--- src/rtl/mem_port_arbiter_pkg.sv ---
`timescale 1ns/1ps
`default_nettype none
// ============================================================================
// Module      : mem_port_arbiter_pkg
// Description : Shared types and byte-lane helpers for the memory port
//               arbiter: data/address types, memory operation encoding,
//               arbiter state and owner enums, and the byte-enable,
//               store-lane, load-extract and misalignment functions.
// Revision    : 1.0 - initial release
// ============================================================================
package mem_port_arbiter_pkg;

   localparam int WIDTH = 32;

   typedef logic [WIDTH-1:0] addr_t;
   typedef logic [WIDTH-1:0] data_t;

   // op[1:0] is the access size, op[2] selects zero extension on loads
   typedef enum logic [2:0] {
      MEM_B  = 3'b000,
      MEM_H  = 3'b001,
      MEM_W  = 3'b010,
      MEM_BU = 3'b100,
      MEM_HU = 3'b101
   } mem_op_t;

   typedef enum logic [1:0] {
      ARB_IDLE  = 2'd0,
      ARB_ISSUE = 2'd1,
      ARB_WAIT  = 2'd2
   } arb_state_t;

   typedef enum logic {
      OWN_IF = 1'b0,
      OWN_D  = 1'b1
   } owner_t;

   // Byte enables for an access of size op at byte offset a
   function automatic logic [3:0] mem_be(mem_op_t op, logic [1:0] a);
      logic [3:0] be;
      case (op)
         MEM_B, MEM_BU: be = 4'b0001 << a;
         MEM_H, MEM_HU: be = 4'b0011 << a;
         default:       be = 4'b1111;
      endcase
      return be;
   endfunction

   // Replicate right-aligned store data into every lane it may land in
   function automatic data_t mem_wlane(mem_op_t op, data_t d);
      data_t w;
      case (op)
         MEM_B, MEM_BU: w = {4{d[7:0]}};
         MEM_H, MEM_HU: w = {2{d[15:0]}};
         default:       w = d;
      endcase
      return w;
   endfunction

   // Pick the addressed byte/half out of a read word and extend it
   function automatic data_t mem_extract(mem_op_t op, logic [1:0] a, data_t d);
      logic [7:0]  b;
      logic [15:0] h;
      data_t       r;
      b = d[{a, 3'b000} +: 8];
      h = a[1] ? d[31:16] : d[15:0];
      case (op)
         MEM_B:   r = {{24{b[7]}}, b};
         MEM_BU:  r = {24'd0, b};
         MEM_H:   r = {{16{h[15]}}, h};
         MEM_HU:  r = {16'd0, h};
         default: r = d;
      endcase
      return r;
   endfunction

   function automatic logic mem_misaligned(mem_op_t op, logic [1:0] a);
      logic m;
      case (op)
         MEM_B, MEM_BU: m = 1'b0;
         MEM_H, MEM_HU: m = a[0];
         default:       m = (a != 2'b00);
      endcase
      return m;
   endfunction

endpackage
`default_nettype wire

--- src/rtl/mem_port_arbiter.sv ---
`timescale 1ns/1ps
`default_nettype none
// ============================================================================
// Module      : mem_port_arbiter
// Description : Shares one external memory port between instruction fetch
//               (word reads) and data access (loads/stores). One transaction
//               in flight; data has priority, with a starvation guard that
//               hands the port to a waiting fetch after MAX_DATA_BURST data
//               grants.
// Ports       : clk, rst              - clock, async active-high reset
//               if_req_* / if_rsp_*   - fetch request / response
//               d_req_*  / d_rsp_*    - data request / response (+ error)
//               bus_*                 - external memory request / response
// Revision    : 1.0 - initial release
// ============================================================================
module mem_port_arbiter
   import mem_port_arbiter_pkg::*;
#(
   parameter int MAX_DATA_BURST = 4
) (
   input  logic             clk,
   input  logic             rst,
   input  logic             if_req_valid,
   output logic             if_req_ready,
   input  logic [WIDTH-1:0] if_req_addr,
   output logic             if_rsp_valid,
   output logic [WIDTH-1:0] if_rsp_data,
   input  logic             d_req_valid,
   output logic             d_req_ready,
   input  logic [WIDTH-1:0] d_req_addr,
   input  logic             d_req_we,
   input  logic [2:0]       d_req_op,
   input  logic [WIDTH-1:0] d_req_wdata,
   output logic             d_rsp_valid,
   output logic [WIDTH-1:0] d_rsp_data,
   output logic             d_rsp_err,
   output logic             bus_req_valid,
   input  logic             bus_req_ready,
   output logic [WIDTH-1:0] bus_addr,
   output logic             bus_we,
   output logic [3:0]       bus_be,
   output logic [WIDTH-1:0] bus_wdata,
   input  logic             bus_rsp_valid,
   input  logic [WIDTH-1:0] bus_rsp_data
);

   localparam logic [3:0] C_STARVE_MAX = 4'(MAX_DATA_BURST);
   localparam addr_t      C_WORD_MASK  = ~addr_t'(3);

   arb_state_t r_state, w_state_nxt;
   owner_t     r_owner;
   addr_t      r_addr;
   logic       r_we;
   mem_op_t    r_op;
   logic [1:0] r_off;
   logic [3:0] r_be;
   data_t      r_wdata;
   logic [3:0] r_starve;

   logic       r_if_rsp_valid;
   data_t      r_if_rsp_data;
   logic       r_d_rsp_valid;
   data_t      r_d_rsp_data;
   logic       r_d_rsp_err;

   logic       w_if_ready;
   logic       w_d_ready;
   mem_op_t    w_d_op;
   logic       w_d_mis;
   logic       w_fetch_turn;

   always_ff @(posedge clk or posedge rst) begin
      if (rst) r_state <= ARB_IDLE;
      else     r_state <= w_state_nxt;
   end

   always_comb begin
      w_state_nxt  = r_state;
      w_if_ready   = 1'b0;
      w_d_ready    = 1'b0;
      w_d_op       = mem_op_t'(d_req_op);
      w_d_mis      = mem_misaligned(w_d_op, d_req_addr[1:0]);
      w_fetch_turn = if_req_valid && (r_starve == C_STARVE_MAX);
      case (r_state)
         ARB_IDLE: begin
            // The cycle carrying a misalignment error response is not
            // available for arbitration.
            if (!r_d_rsp_err) begin
               if (d_req_valid && !w_fetch_turn) begin
                  w_d_ready = 1'b1;
                  // A misaligned access never reaches the bus
                  if (!w_d_mis) w_state_nxt = ARB_ISSUE;
               end else if (if_req_valid) begin
                  w_if_ready  = 1'b1;
                  w_state_nxt = ARB_ISSUE;
               end
            end
         end
         ARB_ISSUE: if (bus_req_ready) w_state_nxt = ARB_WAIT;
         ARB_WAIT:  if (bus_rsp_valid) w_state_nxt = ARB_IDLE;
         default:   w_state_nxt = ARB_IDLE;
      endcase
   end

   always_ff @(posedge clk or posedge rst) begin
      if (rst) begin
         r_owner        <= OWN_IF;
         r_addr         <= '0;
         r_we           <= 1'b0;
         r_op           <= MEM_W;
         r_off          <= 2'b00;
         r_be           <= 4'b0000;
         r_wdata        <= '0;
         r_starve       <= 4'd0;
         r_if_rsp_valid <= 1'b0;
         r_if_rsp_data  <= '0;
         r_d_rsp_valid  <= 1'b0;
         r_d_rsp_data   <= '0;
         r_d_rsp_err    <= 1'b0;
      end else begin
         r_if_rsp_valid <= 1'b0;
         r_d_rsp_valid  <= 1'b0;
         r_d_rsp_err    <= 1'b0;

         if (w_d_ready) begin
            if (w_d_mis) begin
               r_d_rsp_valid <= 1'b1;
               r_d_rsp_err   <= 1'b1;
               r_d_rsp_data  <= '0;
            end else begin
               r_owner <= OWN_D;
               r_addr  <= d_req_addr & C_WORD_MASK;
               r_off   <= d_req_addr[1:0];
               r_we    <= d_req_we;
               r_op    <= w_d_op;
               r_be    <= mem_be(w_d_op, d_req_addr[1:0]);
               r_wdata <= mem_wlane(w_d_op, d_req_wdata);
            end
         end else if (w_if_ready) begin
            r_owner <= OWN_IF;
            r_addr  <= if_req_addr & C_WORD_MASK;
            r_off   <= 2'b00;
            r_we    <= 1'b0;
            r_op    <= MEM_W;
            r_be    <= 4'b1111;
            r_wdata <= '0;
         end

         // Starvation counter: counts data grants made over a waiting fetch
         if (w_d_ready && if_req_valid) begin
            if (r_starve != C_STARVE_MAX) r_starve <= r_starve + 4'd1;
         end else if (w_if_ready) begin
            r_starve <= 4'd0;
         end

         if (r_state == ARB_WAIT && bus_rsp_valid) begin
            if (r_owner == OWN_IF) begin
               r_if_rsp_valid <= 1'b1;
               r_if_rsp_data  <= bus_rsp_data;
            end else begin
               r_d_rsp_valid <= 1'b1;
               r_d_rsp_data  <= r_we ? '0 : mem_extract(r_op, r_off, bus_rsp_data);
            end
         end
      end
   end

   assign if_req_ready  = w_if_ready;
   assign d_req_ready   = w_d_ready;
   assign if_rsp_valid  = r_if_rsp_valid;
   assign if_rsp_data   = r_if_rsp_data;
   assign d_rsp_valid   = r_d_rsp_valid;
   assign d_rsp_data    = r_d_rsp_data;
   assign d_rsp_err     = r_d_rsp_err;
   assign bus_req_valid = (r_state == ARB_ISSUE);
   assign bus_addr      = r_addr;
   assign bus_we        = r_we;
   assign bus_be        = r_be;
   assign bus_wdata     = r_wdata;

endmodule
`default_nettype wire

--- config.mk ---
export PLATFORM = sky130hd
export DESIGN_NAME = mem_port_arbiter
export DESIGN_NICKNAME = d
export VERILOG_FILES = /design/src/rtl/mem_port_arbiter_pkg.sv /design/src/rtl/mem_port_arbiter.sv
export SDC_FILE = /design/constraint.sdc
export NUM_CORES = 1
export LEC_CHECK = 0
export ABC_AREA = 1
export CAP_MARGIN = 20
export CORE_MARGIN = 1.5
export CORE_UTILIZATION = 44
export CTS_CLUSTER_DIAMETER = 120
export DETAILED_ROUTE_END_ITERATION = 10
export PLACE_DENSITY = 0.82
export SETUP_SLACK_MARGIN = 0.3
export SLEW_MARGIN = 40
export SYNTH_ARGS = -nofsm -noshare
export SYNTH_HDL_FRONTEND = slang
export SYNTH_SLANG_ARGS = --single-unit
--- constraint.sdc ---
create_clock -name clk -period 5.5 [get_ports clk]
set_input_delay 1.1 -clock clk [delete_from_list [all_inputs] [get_ports clk]]
set_output_delay 1.1 -clock clk [all_outputs]
set_load 0.01 [all_outputs]
==> results.ini, run 1 <==
[outcome]
run_status=completed

[cells_and_area]
design_area_sq_um=10500
diodes=0
nFillCells=1334
area_delta_synth_final_pct=48.2
drive_gt1_frac=0.0512
multi_input_area_sq_um=2890
ff_latch_area_sq_um=3660
nets=1319

[grt]
grt_max_degree=66
grt_pass1_wl_microns=33500
grt-busiest-layer=met2
grtUsageMet2=0.434
grt_usage=0.259
antenna_found_initial=1
grt_util_met1=0.309
grt_pass1_vias=6818
grt_overflow=0
use_met3=0.0793

[clock_tree]
cts-htree-levels=4
cts_tree=yes
postCtsHoldBufs=0
cts_setup_buffers=0
cts.root.buffer_cell=clkbuf_16
clk_path_buf_depth=2
tritoncts.num_buffers=17
cts_resized=0
clock_latency_ns=0.42
clk_pin_slew_ns=0.06
cts.sinks=146

[power_and_ir_drop]
totalPowerFinal_uw=5490
vdd_drop_max_v=0.000256
p_leak_uw=0.00516
power_density_nw_per_um2=525

[setup_path]
setup.worst_path.start_class=input port
critPathSlowestCell=clkdlybuf4s50_1
crit_path_cell_trace=clkdlybuf4s50_1 > nand4_1 > nand2_2 > nor2_8 > clkdlybuf4s50_1
cpMostUsedCell=clkdlybuf4s50_1
cp.required_ns=4.40
end_kind=output port
criticalPathCategory=input port to output port
max_stage_delay_ns=0.64
arrival_ns=2.99
critPathMaxFanout=36

[timing]
setup_violations=0
setup_tns_ns=0
period_needed_ns=4.09
setup_ws_ns=1.41
relSlewSlack=0.487
clock_skew_ns=0.00880
final_min_period_over_clock_period=0.744
rsz0062_at_grt=false
worstMarginPinSlew_ns=0.768
clock.fmax_ghz=0.244
hold_violations=0
final_max_slew_viol_count=0

[placement]
placed_area_sq_um=9820
hpwl_microns=15200
port_buffers=272
pre_cts_slack_ns=1.40
gp_congestion=0.875

[synthesis]
post-synth-top-count-cell=nand2_1
ys_ff_latch=146
syn_area_sq_um=7050
synth_warnings=0
avgSynthCellArea_sq_um=7.57
ys_types=33
ys_seq_area_frac=0.518
synthArstFlopShare=1.00
synth_area_leaders=dfrtp_1 51%, nand2_1 24%, o21ai_0 4.0%
synth_edf_count=0
synthFlopType=dfrtp_1
synth_common_cells=455 x nand2_1, 145 x dfrtp_1, 56 x inv_1, 56 x o21ai_0, 43 x nor2_1
yosys.area.top_type_share=0.515
synth_cells=931
synth_top_cell_by_area=dfrtp_1

[floorplanning]
core_area_sq_um=15800
pin_count=277
die-area_sq_um=16800
num_rows=46
die_x_microns=130
start_util=0.447
die_h_microns=130

[worst_hold_path]
hp-class=flip-flop to flip-flop

[routing]
wl_microns=21300
final_antenna_net_count=0
first_pass_iters=6
wl_per_cell_microns=15.1
num_vias=6968
drc=0
avgViaCountPerCell=4.95
drt_iter0_markers=450

[run]
cap_violations=0

==> cell type report <==
class / instances / share of cell area
inverters: 64 / 0.0236
clock inverters: 13 / 0.0168
clock buffers: 19 / 0.0424
multi-input cells: 673 / 0.277
flip-flops and latches: 146 / 0.350
repair buffers: 277 / 0.265
well taps: 216 / 0.0259
==> registers in the layout (all words and copies together), names as in the netlist <==
name	cells
bus_addr	30
bus_be	4
bus_wdata	32
bus_we	1
d_rsp_data	32
d_rsp_err	1
d_rsp_valid	1
if_rsp_data	32
if_rsp_valid	1
r_off	2
r_op	3
r_owner	1
r_starve	4
r_state	2
==> logic make-up after synthesis <==
logic type / after synthesis / synth area share
DFF: 146 / 0.518
AOI/OAI and AO/OA: 114 / 0.0886
buffers and inverters: 113 / 0.0728
and+or+nand+nor: 553 / 0.314
xor gates and xnor gates: 2 / 0.00248
other: 1 / 0.000532
adders and majority gates: 2 / 0.00355
==> power by group <==
| part | internal (uW) | switching [uW] | total, uW |
|---|---|---|---|
| Sequential | 1540 | 351 | 1900 |
| Combinational | 1170 | 1210 | 2380 |
| Clock | 734 | 475 | 1210 |
==> critical path, delay by kind of cell <==
family	cells	cell delay, ns
buffers and inverters	2	1.13
AND/OR/NAND/NOR	3	0.75
==> worst paths after layout <==
kind | startpoint | to | slack [ns] | cells past startpoint
max in group asynchronous | rst | r_off[1]$_DFFE_PP0P_ | 3.35 | 3
worst min register to register | bus_addr[25]$_DFFE_PP0P_ | bus_addr[25]$_DFFE_PP0P_ | 0.47 | 2
worst min-delay path | bus_addr[25]$_DFFE_PP0P_ | bus_addr[25]$_DFFE_PP0P_ | 0.47 | 2
worst max-delay path | if_req_valid | d_req_ready | 1.41 | 5
worst max register to register | r_starve[0]$_DFFE_PP0P_ | bus_be[1]$_DFFE_PP0P_ | 2.86 | 9
min in group asynchronous | rst | bus_addr[23]$_DFFE_PP0P_ | 1.08 | 2
==> layout by cell type, fill, tap and decap left out, drive strengths merged, types with 11 or more instances in the layout <==
master         count
clkdlybuf4s50    272
nand2            460
nand3             36
dfrtp            145
nor2              51
clkbuf            19
a21oi             36
o21ai             58
inv               65
o211ai            11
==> through the flow <==
| step | hold slack (ns) | util | cells |
|---|---|---|---|
| global placement | 0.453 | 0.622 | 1375 |
| detailed placement | 0.457 | 0.623 | 1376 |
| global route | 0.486 | 0.663 | 1408 |
| CTS | 0.472 | 0.662 | 1408 |
| floorplan | 0.447 | - | 932 |
| finish | 0.469 | 0.663 | 1408 |
==> metal layers <==
| metal | up-vias | wire [microns] |
|---|---|---|
| li1 | 3395 | - |
| met1 | 3235 | 8650 |
| met2 | 290 | 10100 |
| met3 | 46 | 1840 |
| met4 | 2 | 655 |
| met5 | - | 13 |
No activity file was read; power rests on OpenSTA's default activity.
==> inputs of run 2 (changes only) <==
==> constraint.sdc (replaced) <==
create_clock -name clk -period 4 [get_ports clk]
set_input_delay 0.8 -clock clk [delete_from_list [all_inputs] [get_ports clk]]
set_output_delay 0.8 -clock clk [all_outputs]
set_load 0.01 [all_outputs]
==> run 2 against run 1 <==
  * Total power is 36% higher
  * Combinational power grew 38%
  * Sequential cell count did not move
  * Non-clock buffer count rose by 3
  * Sequential share of layout area decreased by 0.20 points
  * Largest cell class unchanged
==> results.ini, run 2 (synthesis gave the netlist of run 1 again) <==
[placement]
hpwl_microns=15500  ; +1.8%
gp_congestion=0.890  ; +1.7%
port_buffers=272  ; unchanged
pre_cts_slack_ns=0.494  ; -0.902 ns

[routing]
drt_iter0_markers=442  ; -1.8%
wl_per_cell_microns=15.1  ; -0.28%
drc=0  ; unchanged
avgViaCountPerCell=4.86  ; -1.8%
final_antenna_net_count=0  ; unchanged
first_pass_iters=5  ; -1
num_vias=6860  ; -1.5%
wl_microns=21300  ; unchanged

[cells_and_area]
nFillCells=1336  ; +0.15%
mostFrequentLayoutCell=nand2_1
drive_gt1_frac=0.0544  ; +0.00322
layout_common_cells=455 x nand2_1, 272 x clkdlybuf4s50_1, 144 x dfrtp_1
nets=1322  ; +0.23%
area_delta_synth_final_pct=49.1

[timing]
worstMarginPinSlew_ns=0.692  ; -0.0761 ns
rsz0062_at_grt=false
period_needed_ns=3.50
hold_violations=0  ; unchanged
clock_skew_ns=0.00663  ; -0.00218 ns
final_min_period_over_clock_period=0.874
clock.fmax_ghz=0.286
relSlewSlack=0.538  ; +0.0508
setup_ws_ns=0.505  ; -0.903 ns
setup_tns_ns=0  ; unchanged
setup_violations=0  ; unchanged
final_max_slew_viol_count=0  ; unchanged

[floorplanning]
start_util=0.447  ; unchanged
num_rows=46  ; unchanged
die_x_microns=130  ; unchanged
die_h_microns=130  ; unchanged
pin_count=277  ; unchanged
core_area_sq_um=15800  ; unchanged
die-area_sq_um=16800  ; unchanged

[clock_tree]
cts.root.buffer_cell=clkbuf_16
tritoncts.num_buffers=17  ; unchanged
cts-htree-levels=4  ; unchanged
cts_setup_buffers=0  ; unchanged
clk_pin_slew_ns=0.06  ; about the same
cts_tree=yes
postCtsHoldBufs=0  ; unchanged
cts.sinks=146  ; unchanged
clk_path_buf_depth=2  ; unchanged
cts_resized=0  ; unchanged
clock_latency_ns=0.42  ; about the same

[grt]
grt_pass1_wl_microns=33100  ; -1.2%
antenna_found_initial=1  ; unchanged
grt_usage=0.257  ; -0.00210
grt_max_degree=62  ; -6.1%
grt_overflow=0  ; unchanged
grt_pass1_vias=6527  ; -4.3%

[setup_path]
critPathMaxFanout=36  ; unchanged
end_kind=output port
setup.worst_path.start_class=input port
arrival_ns=2.70  ; -0.29 ns
criticalPathCategory=input port to output port
cp.required_ns=3.20  ; -1.20 ns

[worst_hold_path]
hp-class=flip-flop to flip-flop

[power_and_ir_drop]
vdd_drop_max_v=0.000346  ; +35%
power_density_nw_per_um2=713  ; +36%
p_leak_uw=0.00520  ; +0.67%

[run]
cap_violations=0  ; unchanged

[outcome]
run_status=completed

==> run 2: cell count changes in the layout (fill, tap and decap cells not counted), sizes merged <==
cell / before / now
clkbuf: 19 / 17
bufinv: 3 / 1
diode: 0 / 1
clkinvlp: 4 / 2
buf: 5 / 8
clkinv: 5 / 7
inv: 65 / 69
==> run 2: layout make-up <==
type	instances	area (sq um)	area share
sequential	146	3660	0.348
multi-input combinational	673	2890	0.275
timing repair buffer	280	2850	0.271
clock buffer	17	425	0.0405
tap	216	270	0.0257
inverter	64	245	0.0233
clock inverter	15	166	0.0158
antenna	1	2.50	0.000238
==> run 2: routing by layer <==
| metal | global-route usage | routed length (microns) | vias up |
|---|---|---|---|
| met5 | 0 | 0 | - |
| met4 | 0.102 | 590 | 0 |
| met3 | 0.0830 | 1850 | 38 |
| met2 | 0.428 | 10300 | 269 |
| met1 | 0.308 | 8590 | 3151 |
| li1 | - | - | 3402 |
==> run 2: worst paths after layout <==
kind / slack, ns / startpoint / cells past startpoint / end
max: 0.50 / if_req_valid / 5 / d_req_ready
min in group asynchronous: 0.77 / rst / 2 / if_rsp_valid$_DFF_PP0_
max in group asynchronous: 2.57 / rst / 3 / r_op[1]$_DFFE_PP1P_
min: 0.47 / bus_addr[8]$_DFFE_PP0P_ / 2 / bus_addr[8]$_DFFE_PP0P_
min reg2reg: 0.47 / bus_addr[8]$_DFFE_PP0P_ / 2 / bus_addr[8]$_DFFE_PP0P_
max reg2reg: 1.76 / r_op[1]$_DFFE_PP1P_ / 5 / d_rsp_data[17]$_DFF_PP0_
==> run 2: critical path: stages <==
cell and delay (ns):
clkdlybuf4s50_1 0.49, nand4_1 0.19, nand2_2 0.13, nor2_8 0.44, clkdlybuf4s50_1 0.64
==> run 2: power by group <==
group / internal (uW) / total, uW / switching, uW
clock: 889 / 1600 / 709
combinational: 1630 / 3290 / 1660
sequential: 2120 / 2600 / 476
==> run 2: metrics by stage <==
stage | cells | total power [uW] | util | hold WS (ns) | area, sq um
6_report | 1412 | 7490 | 0.666 | 0.471 | 10500
3_5_place_dp | 1378 | 5900 | 0.627 | 0.457 | 9880
4_1_cts | 1410 | 7530 | 0.664 | 0.474 | 10500
5_1_grt | 1411 | 7990 | 0.666 | 0.488 | 10500
2_1_floorplan | 932 | 4190 | - | 0.447 | 7060
3_3_place_gp | 1377 | 5810 | 0.625 | 0.453 | 9860
==> inputs of run 3 (changes only) <==
--- a/config.mk
+++ b/config.mk
@@ -9,7 +9,6 @@
 export CAP_MARGIN = 20
 export CORE_MARGIN = 1.5
 export CORE_UTILIZATION = 44
-export CTS_CLUSTER_DIAMETER = 120
 export DETAILED_ROUTE_END_ITERATION = 10
 export PLACE_DENSITY = 0.82
 export SETUP_SLACK_MARGIN = 0.3
==> results of run 3 <==
Same layout as run 2: the final DEF is identical, and so are final timing and power.
